`config.mk`:
```
export PLATFORM = sky130hd
export DESIGN_NAME = sd_cmd_phy_flat
export DESIGN_NICKNAME = d
export VERILOG_FILES = /design/src/rtl/sd_cmd_phy_if.sv /design/src/rtl/sd_cmd_phy.sv /design/src/flat_wrapper.sv
export SDC_FILE = /design/constraint.sdc
export NUM_CORES = 1
export LEC_CHECK = 0
export BUFFER_PORTS_ARGS = -buffer_cell sky130_fd_sc_hd__buf_2
export CORE_MARGIN = 2
export CORE_UTILIZATION = 50
export CTS_BUF_LIST = sky130_fd_sc_hd__clkbuf_4 sky130_fd_sc_hd__clkbuf_8
export CTS_CLUSTER_SIZE = 30
export DETAILED_ROUTE_END_ITERATION = 12
export GPL_ROUTABILITY_DRIVEN = 0
export PLACE_DENSITY = 0.74
export SLEW_MARGIN = 10
export SYNTH_ARGS = -nofsm -noshare
export SYNTH_HDL_FRONTEND = slang
export SYNTH_SLANG_ARGS = --single-unit
```
`constraint.sdc`:
```
create_clock -name clock -period 7.1 [get_ports clock]
set_clock_uncertainty 0.2 [all_clocks]
set_input_delay 2.13 -clock clock [delete_from_list [all_inputs] [get_ports clock]]
set_output_delay 2.13 -clock clock [all_outputs]
set_load 0.01 [all_outputs]
```
`src/rtl/sd_cmd_phy_if.sv`:
```
// sd_cmd_phy_if: controller-side command/response handshake of the SD CMD-line PHY.
// The controller uses the master modport, the PHY uses the slave modport.
interface sd_cmd_phy_if;
    logic [39:0] cmd_in;
    logic        strobe_in;
    logic        ack_in;
    logic [39:0] cmd_out;
    logic        strobe_out;
    logic        ack_out;
    logic        serial_ready;
    logic        crc_error;
    logic        resp_timeout;

    modport master (
        output cmd_in, strobe_in, ack_in,
        input  cmd_out, strobe_out, ack_out, serial_ready, crc_error, resp_timeout
    );

    modport slave (
        input  cmd_in, strobe_in, ack_in,
        output cmd_out, strobe_out, ack_out, serial_ready, crc_error, resp_timeout
    );
endinterface

```
`src/rtl/sd_cmd_phy.sv`:
```
// sd_cmd_phy: SD CMD-line PHY; serialises command frames with CRC7 and captures/checks the response.
// Optional macro SD_CMD_PHY_NORESP_EN: CMD0 (index 0) skips the response phase.
module sd_cmd_phy #(
    parameter int RESP_TIMEOUT = 64,
    parameter int CNT_W        = 8
) (
    input  logic        clock,
    input  logic        reset,
    sd_cmd_phy_if.slave ctrl,
    input  logic        cmd_pin_in,
    output logic        cmd_pin_out,
    output logic        cmd_pin_oe
);

    localparam logic [2:0] IDLE      = 3'd0;
    localparam logic [2:0] SEND      = 3'd1;
    localparam logic [2:0] WAIT_RESP = 3'd2;
    localparam logic [2:0] RECEIVE   = 3'd3;
    localparam logic [2:0] DONE      = 3'd4;

    localparam logic [CNT_W-1:0] WAIT_LAST = CNT_W'(RESP_TIMEOUT - 1);
    localparam logic [CNT_W-1:0] WAIT_MAX  = CNT_W'(RESP_TIMEOUT);

    logic [2:0]       state_q, state_d;
    logic [47:0]      shift_q, shift_d;
    logic [5:0]       bitCnt_q, bitCnt_d;
    logic [CNT_W-1:0] waitCnt_q, waitCnt_d;
    logic [6:0]       crc_q, crc_d;
    logic             strobePrev_q;
    logic [39:0]      cmdOut_q, cmdOut_d;
    logic             strobeOut_q, strobeOut_d;
    logic             ackOut_q, ackOut_d;
    logic             ready_q, ready_d;
    logic             pinOut_q, pinOut_d;
    logic             pinOe_q, pinOe_d;
    logic             crcError_q, crcError_d;
    logic             respTimeout_q, respTimeout_d;
`ifdef SD_CMD_PHY_NORESP_EN
    logic             noResp_q, noResp_d;
`endif

    function automatic logic [6:0] crc7Next(input logic [6:0] crc, input logic bitIn);
        logic fb;
        fb = bitIn ^ crc[6];
        return {crc[5:0], 1'b0} ^ (fb ? 7'h09 : 7'h00);
    endfunction

    // bitCnt is the index of the bit on the pin while sending, and the bits still expected while receiving
    always_comb begin
        state_d       = state_q;
        shift_d       = shift_q;
        bitCnt_d      = bitCnt_q;
        waitCnt_d     = waitCnt_q;
        crc_d         = crc_q;
        cmdOut_d      = cmdOut_q;
        strobeOut_d   = strobeOut_q;
        crcError_d    = crcError_q;
        ackOut_d      = 1'b0;
        respTimeout_d = 1'b0;
        pinOut_d      = 1'b1;
        pinOe_d       = 1'b0;
`ifdef SD_CMD_PHY_NORESP_EN
        noResp_d      = noResp_q;
`endif
        case (state_q)
            IDLE: begin
                if (ctrl.strobe_in && !strobePrev_q && !ctrl.ack_in) begin
                    state_d  = SEND;
                    shift_d  = {ctrl.cmd_in[38:0], 9'h000};
                    crc_d    = crc7Next(7'h00, ctrl.cmd_in[39]);
                    bitCnt_d = 6'd47;
                    pinOut_d = ctrl.cmd_in[39];
                    pinOe_d  = 1'b1;
`ifdef SD_CMD_PHY_NORESP_EN
                    noResp_d = (ctrl.cmd_in[37:32] == 6'd0);
`endif
                end
            end
            SEND: begin
                if (bitCnt_q == 6'd0) begin
                    waitCnt_d = '0;
                    crc_d     = 7'h00;
`ifdef SD_CMD_PHY_NORESP_EN
                    if (noResp_q) begin
                        state_d     = DONE;
                        cmdOut_d    = '0;
                        crcError_d  = 1'b0;
                        strobeOut_d = 1'b1;
                    end else begin
                        state_d = WAIT_RESP;
                    end
`else
                    state_d = WAIT_RESP;
`endif
                end else begin
                    bitCnt_d = bitCnt_q - 6'd1;
                    pinOe_d  = 1'b1;
                    if (bitCnt_q > 6'd8) begin
                        pinOut_d = shift_q[47];
                        shift_d  = {shift_q[46:0], 1'b0};
                        crc_d    = crc7Next(crc_q, shift_q[47]);
                    end else if (bitCnt_q > 6'd1) begin
                        pinOut_d = crc_q[6];
                        crc_d    = {crc_q[5:0], 1'b0};
                    end
                end
            end
            WAIT_RESP: begin
                if (!cmd_pin_in) begin
                    state_d  = RECEIVE;
                    shift_d  = '0;
                    crc_d    = 7'h00;
                    bitCnt_d = 6'd47;
                end else if (waitCnt_q >= WAIT_LAST) begin
                    state_d       = IDLE;
                    waitCnt_d     = WAIT_MAX;
                    respTimeout_d = 1'b1;
                    cmdOut_d      = '0;
                end else begin
                    waitCnt_d = waitCnt_q + CNT_W'(1);
                end
            end
            RECEIVE: begin
                shift_d = {shift_q[46:0], cmd_pin_in};
                if (bitCnt_q > 6'd8) begin
                    crc_d = crc7Next(crc_q, cmd_pin_in);
                end
                if (bitCnt_q <= 6'd1) begin
                    state_d     = DONE;
                    bitCnt_d    = 6'd0;
                    cmdOut_d    = shift_q[46:7];
                    crcError_d  = (crc_q != shift_q[6:0]) || !cmd_pin_in;
                    strobeOut_d = 1'b1;
                end else begin
                    bitCnt_d = bitCnt_q - 6'd1;
                end
            end
            DONE: begin
                if (ctrl.ack_in) begin
                    state_d     = IDLE;
                    strobeOut_d = 1'b0;
                    ackOut_d    = 1'b1;
                    crcError_d  = 1'b0;
                end
            end
            default: state_d = IDLE;
        endcase
        ready_d = (state_d == IDLE);
    end

    always_ff @(posedge clock) begin
        if (reset) begin
            state_q       <= IDLE;
            shift_q       <= '0;
            bitCnt_q      <= '0;
            waitCnt_q     <= '0;
            crc_q         <= '0;
            strobePrev_q  <= 1'b0;
            cmdOut_q      <= '0;
            strobeOut_q   <= 1'b0;
            ackOut_q      <= 1'b0;
            ready_q       <= 1'b1;
            pinOut_q      <= 1'b1;
            pinOe_q       <= 1'b0;
            crcError_q    <= 1'b0;
            respTimeout_q <= 1'b0;
`ifdef SD_CMD_PHY_NORESP_EN
            noResp_q      <= 1'b0;
`endif
        end else begin
            state_q       <= state_d;
            shift_q       <= shift_d;
            bitCnt_q      <= bitCnt_d;
            waitCnt_q     <= waitCnt_d;
            crc_q         <= crc_d;
            strobePrev_q  <= ctrl.strobe_in;
            cmdOut_q      <= cmdOut_d;
            strobeOut_q   <= strobeOut_d;
            ackOut_q      <= ackOut_d;
            ready_q       <= ready_d;
            pinOut_q      <= pinOut_d;
            pinOe_q       <= pinOe_d;
            crcError_q    <= crcError_d;
            respTimeout_q <= respTimeout_d;
`ifdef SD_CMD_PHY_NORESP_EN
            noResp_q      <= noResp_d;
`endif
        end
    end

    assign ctrl.cmd_out      = cmdOut_q;
    assign ctrl.strobe_out   = strobeOut_q;
    assign ctrl.ack_out      = ackOut_q;
    assign ctrl.serial_ready = ready_q;
    assign ctrl.crc_error    = crcError_q;
    assign ctrl.resp_timeout = respTimeout_q;
    assign cmd_pin_out       = pinOut_q;
    assign cmd_pin_oe        = pinOe_q;

endmodule

```
`src/flat_wrapper.sv`:
```
// flat-port wrapper written by rule: the top's interface ports become plain ports
module sd_cmd_phy_flat 
#(
    parameter int RESP_TIMEOUT = 64,
    parameter int CNT_W        = 8
)
  (clock, reset, cmd_pin_in, cmd_pin_out, cmd_pin_oe, ctrl_cmd_in, ctrl_strobe_in, ctrl_ack_in, ctrl_cmd_out, ctrl_strobe_out, ctrl_ack_out, ctrl_serial_ready, ctrl_crc_error, ctrl_resp_timeout);
  sd_cmd_phy_if ctrl_i ();
  input  logic clock;
  input  logic reset;
  input  logic cmd_pin_in;
  output logic cmd_pin_out;
  output logic cmd_pin_oe;
  input wire logic [$bits(ctrl_i.cmd_in)-1:0] ctrl_cmd_in;
  input wire logic [$bits(ctrl_i.strobe_in)-1:0] ctrl_strobe_in;
  input wire logic [$bits(ctrl_i.ack_in)-1:0] ctrl_ack_in;
  output wire logic [$bits(ctrl_i.cmd_out)-1:0] ctrl_cmd_out;
  output wire logic [$bits(ctrl_i.strobe_out)-1:0] ctrl_strobe_out;
  output wire logic [$bits(ctrl_i.ack_out)-1:0] ctrl_ack_out;
  output wire logic [$bits(ctrl_i.serial_ready)-1:0] ctrl_serial_ready;
  output wire logic [$bits(ctrl_i.crc_error)-1:0] ctrl_crc_error;
  output wire logic [$bits(ctrl_i.resp_timeout)-1:0] ctrl_resp_timeout;
  assign ctrl_i.cmd_in = ctrl_cmd_in;
  assign ctrl_i.strobe_in = ctrl_strobe_in;
  assign ctrl_i.ack_in = ctrl_ack_in;
  assign ctrl_cmd_out = ctrl_i.cmd_out;
  assign ctrl_strobe_out = ctrl_i.strobe_out;
  assign ctrl_ack_out = ctrl_i.ack_out;
  assign ctrl_serial_ready = ctrl_i.serial_ready;
  assign ctrl_crc_error = ctrl_i.crc_error;
  assign ctrl_resp_timeout = ctrl_i.resp_timeout;
  sd_cmd_phy #(.RESP_TIMEOUT(RESP_TIMEOUT), .CNT_W(CNT_W)) u_core (.clock(clock), .reset(reset), .ctrl(ctrl_i), .cmd_pin_in(cmd_pin_in), .cmd_pin_out(cmd_pin_out), .cmd_pin_oe(cmd_pin_oe));
endmodule
```
==> flow_metrics.env <==
export IMPL_layout_nets=680
export IMPL_yosysSeqAreaShare_pct=48.3
export IMPL_grt_pass1_wl_um=20900
export IMPL_dr_pass1_iters=5
export IMPL_wl_per_cell_um=15.6
export IMPL_ant_nets=0
export IMPL_crit_chain="buf_2 > or3b_1 > a211oi_4 > a21boi_4 > buf_4 > nor2_1 > nor3_1"
export IMPL_wl_um=12100
export IMPL_status="finished clean"
export IMPL_cts_sinks=120
export IMPL_root_buffer="clkbuf_8"
export IMPL_setup_tns_final_ns=0
export IMPL_cts_resized=0
export IMPL_synth_cell_type_count=53
export IMPL_clkSlewWorstSetupHoldPaths_ns=0.07
export IMPL_yosys_area_share_simple_pct=20.8
export IMPL_num_vias=4527
export IMPL_clockPowerShare_pct=25.8
export IMPL_avgSynthCellArea_um2=8.77
export IMPL_p_leak_nw=2.28
export IMPL_h_tree_depth=4
export IMPL_synth_fa_ha_area_share_pct=1.01
export IMPL_finalCritPeriodShare_pct=58.1
export IMPL_diodes=0
export IMPL_worstPathArrival_ns=4.26
export IMPL_clockBufferDepth=2
export IMPL_grt_pass1_vias=4379
export IMPL_vdd_drop_max_mv=0.228
export IMPL_gr_total_overflow=0
export IMPL_ys_seq_elements=120
export IMPL_die_w_um=104
export IMPL_synth_cell_area_mm2=0.00497
export IMPL_synth_compound_area_share_pct=23.3
export IMPL_p_per_area_mw_per_mm2=427
export IMPL_place_hpwl_um=7380
export IMPL_syn2layout_area_growth_pct=18.1
export IMPL_io_buffers=91
export IMPL_worstHoldPathType="reg2reg"
export IMPL_end_kind="flip-flop"
export IMPL_synth_top_family_by_area="compound AO/OA/AOI/OAI gates"
export IMPL_slew_viol_final=0
export IMPL_clock_latency_ns=0.43
export IMPL_synth_edf_count=0
export IMPL_p_sw_w=0.00101
export IMPL_yosysWarnings=0
export IMPL_syn_num_nets=616
export IMPL_cts_hold_buf=0
export IMPL_path_delay_family="compound AO/OA/AOI/OAI gates"
export IMPL_setup_violations_final=0
export IMPL_path_max_fanout=47
export IMPL_fmax_ghz=0.243
export IMPL_drive_above_1_share_pct=21.1
export IMPL_stdcell_area_mm2=0.00587
export IMPL_synth_flop_cell="dfxtp_1"
export IMPL_via_per_inst=5.83
export IMPL_muxShareOfSynthArea_pct=0
export IMPL_die_area_mm2=0.0108
export IMPL_p_seq_share_pct=38.8
export IMPL_grt_max_degree=116
export IMPL_rows=36
export IMPL_coreArea_mm2=0.00973
export IMPL_path_class="in2reg"
export IMPL_drt_iter0_drc=323
export IMPL_rsz0062_at_grt="no"
export IMPL_switching_share_pct=40.2
export IMPL_dpl_cell_area_mm2=0.00545
export IMPL_hold_viol=0
export IMPL_pin_count=92
export IMPL_p_int_w=0.00150
export IMPL_relSlewSlack_pct=23.9
export IMPL_cts_setup_buffers=0
export IMPL_initial_core_util_pct=51.1
export IMPL_startpoint_type="input pin"
export IMPL_synth_xor_area_share_pct=1.94
export IMPL_period_needed_ns=4.12
export IMPL_cp_data_required_time_ns=7.24
export IMPL_crit_buf_inv=2
export IMPL_crit_path_max_incr_delay_ns=0.52
export IMPL_cts_made_buffers=17
export IMPL_cp_slowest_cell="a211oi_4"
export IMPL_synth_cells=567
export IMPL_cts_tree="built"
export IMPL_die_h_um=104
export IMPL_cap_violations=0
export IMPL_antenna_found_initial=0
export IMPL_synthArstFlopShare_pct=0
export IMPL_groute_usage_overall_pct=23.4
export IMPL_p_comb_share_pct=35.4
export IMPL_drc=0
export IMPL_fillCellCount=894
export IMPL_tightest_slew_ns=1.14
## per-layer routing
layer | track usage (%) | routed length, µm
met1 | 29.8 | 5490
met2 | 37.3 | 5700
met3 | 7.36 | 815
met4 | 8.69 | 136
met5 | 0 | 0
## per-stage QoR
| step | utilization (%) | setup WS (ns) | hold WS [ns] | instances | power (W) |
|---|---|---|---|---|---|
| 2_1_floorplan | - | 3.04 | 0.245 | 567 | 0.00166 |
| 3_3_place_gp | 56.0 | 2.65 | 0.256 | 745 | 0.00183 |
| 3_5_place_dp | 56.0 | 2.59 | 0.271 | 745 | 0.00186 |
| 4_1_cts | 60.4 | 3.03 | 0.280 | 777 | 0.00251 |
| 5_1_grt | 60.4 | 2.88 | 0.298 | 777 | 0.00268 |
| 6_report | 60.4 | 2.98 | 0.283 | 777 | 0.00250 |
## worst register-to-register path: cells and delay by family (launching register included)
| family | cells | cell delay, ns |
|---|---|---|
| DFF | 1 | 0.69 |
| and+or+nand+nor | 3 | 0.69 |
| AOI/OAI and AO/OA | 2 | 0.68 |
| buffers and inverters | 1 | 0.45 |
## final timing paths
path                                                    from                               to  slack (ns)  cells after the start
worst max-delay path                             ctrl_ack_in  u_core.shift_q[20]$_SDFFE_PP0P_        2.98                      7
worst min-delay path            u_core.crc_q[4]$_SDFFE_PP0P_     u_core.crc_q[4]$_SDFFE_PP0P_        0.28                      2
worst max register to register  u_core.state_q[2]$_SDFF_PP0_  u_core.shift_q[20]$_SDFFE_PP0P_        4.31                      6
worst min register to register  u_core.crc_q[4]$_SDFFE_PP0P_     u_core.crc_q[4]$_SDFFE_PP0P_        0.28                      2
## cell usage in the layout (no fill, tap or decap), types with 8 or more instances in the layout
master / n
dfxtp_1: 120
nor2_1: 101
buf_2: 90
nor3_1: 47
a22oi_1: 41
a221oi_1: 39
a21oi_1: 28
nand2_1: 23
nand3_1: 19
clkbuf_8: 18
nand2b_1: 9
xnor2_1: 8
## flip-flops by register name, indices dropped and copies added (netlist names)
signal,count
u_core.shift_q,48
u_core.ctrl.cmd_out,40
u_core.waitCnt_q,8
u_core.crc_q,7
u_core.bitCnt_q,6
u_core.state_q,3
u_core.cmd_pin_oe,1
u_core.cmd_pin_out,1
u_core.ctrl.ack_out,1
u_core.ctrl.crc_error,1
u_core.ctrl.resp_timeout,1
u_core.ctrl.serial_ready,1
u_core.ctrl.strobe_out,1
u_core.strobePrev_q,1
## synthesized netlist by cell type (all sizes together) (3+ instances only)
library cell | count | area, µm²
a211oi | 3 | 35.0
a21oi | 29 | 145
a221oi | 39 | 342
a22oi | 41 | 308
a31oi | 7 | 43.8
a32oi | 3 | 26.3
and3 | 3 | 18.8
buf | 14 | 82.6
clkbuf | 36 | 135
dfxtp | 120 | 2400
ha | 4 | 50.1
inv | 4 | 15.0
nand2 | 23 | 86.3
nand2b | 9 | 56.3
nand3 | 19 | 95.1
nand4 | 3 | 18.8
nor2 | 101 | 379
nor2b | 7 | 43.8
nor3 | 47 | 235
nor4 | 3 | 33.8
o21ai | 8 | 40.0
o31a | 3 | 26.3
o31ai | 3 | 36.3
xnor2 | 8 | 70.1
xor2 | 3 | 26.3
## area by class of cell
| type | instances | area [µm²] | area share, % |
|---|---|---|---|
| inverters | 4 | 15.0 | 0.256 |
| repair buffers | 95 | 488 | 8.31 |
| multi-input cells | 393 | 2380 | 40.5 |
| well taps | 133 | 166 | 2.83 |
| clock inverters | 14 | 173 | 2.94 |
| clock buffers | 18 | 248 | 4.22 |
| flip-flops and latches | 120 | 2400 | 40.9 |
## power groups by stage
stage | clock network, W | logic [W] | registers (W)
finish | 0.000646 | 0.000886 | 0.000973
global route | 0.000688 | 0.000996 | 0.000995
CTS | 0.000657 | 0.000881 | 0.000967
detailed placement | 0 | 0.000875 | 0.000980
global placement | 0 | 0.000854 | 0.000975
floorplan | 0 | 0.000722 | 0.000936
## logic make-up (layout without fill, tap and decap cells)
kind of cell             after synthesis  count (layout)
AO/OA/AOI/OAI                        154             154
adder cells (fa/ha/maj)                4               4
XOR/XNOR                              11              11
AND/OR/NAND/NOR                      224             224
flip-flops                           120             120
buffers and inverters                 54             131
No activity file was read; power rests on OpenSTA's default activity.
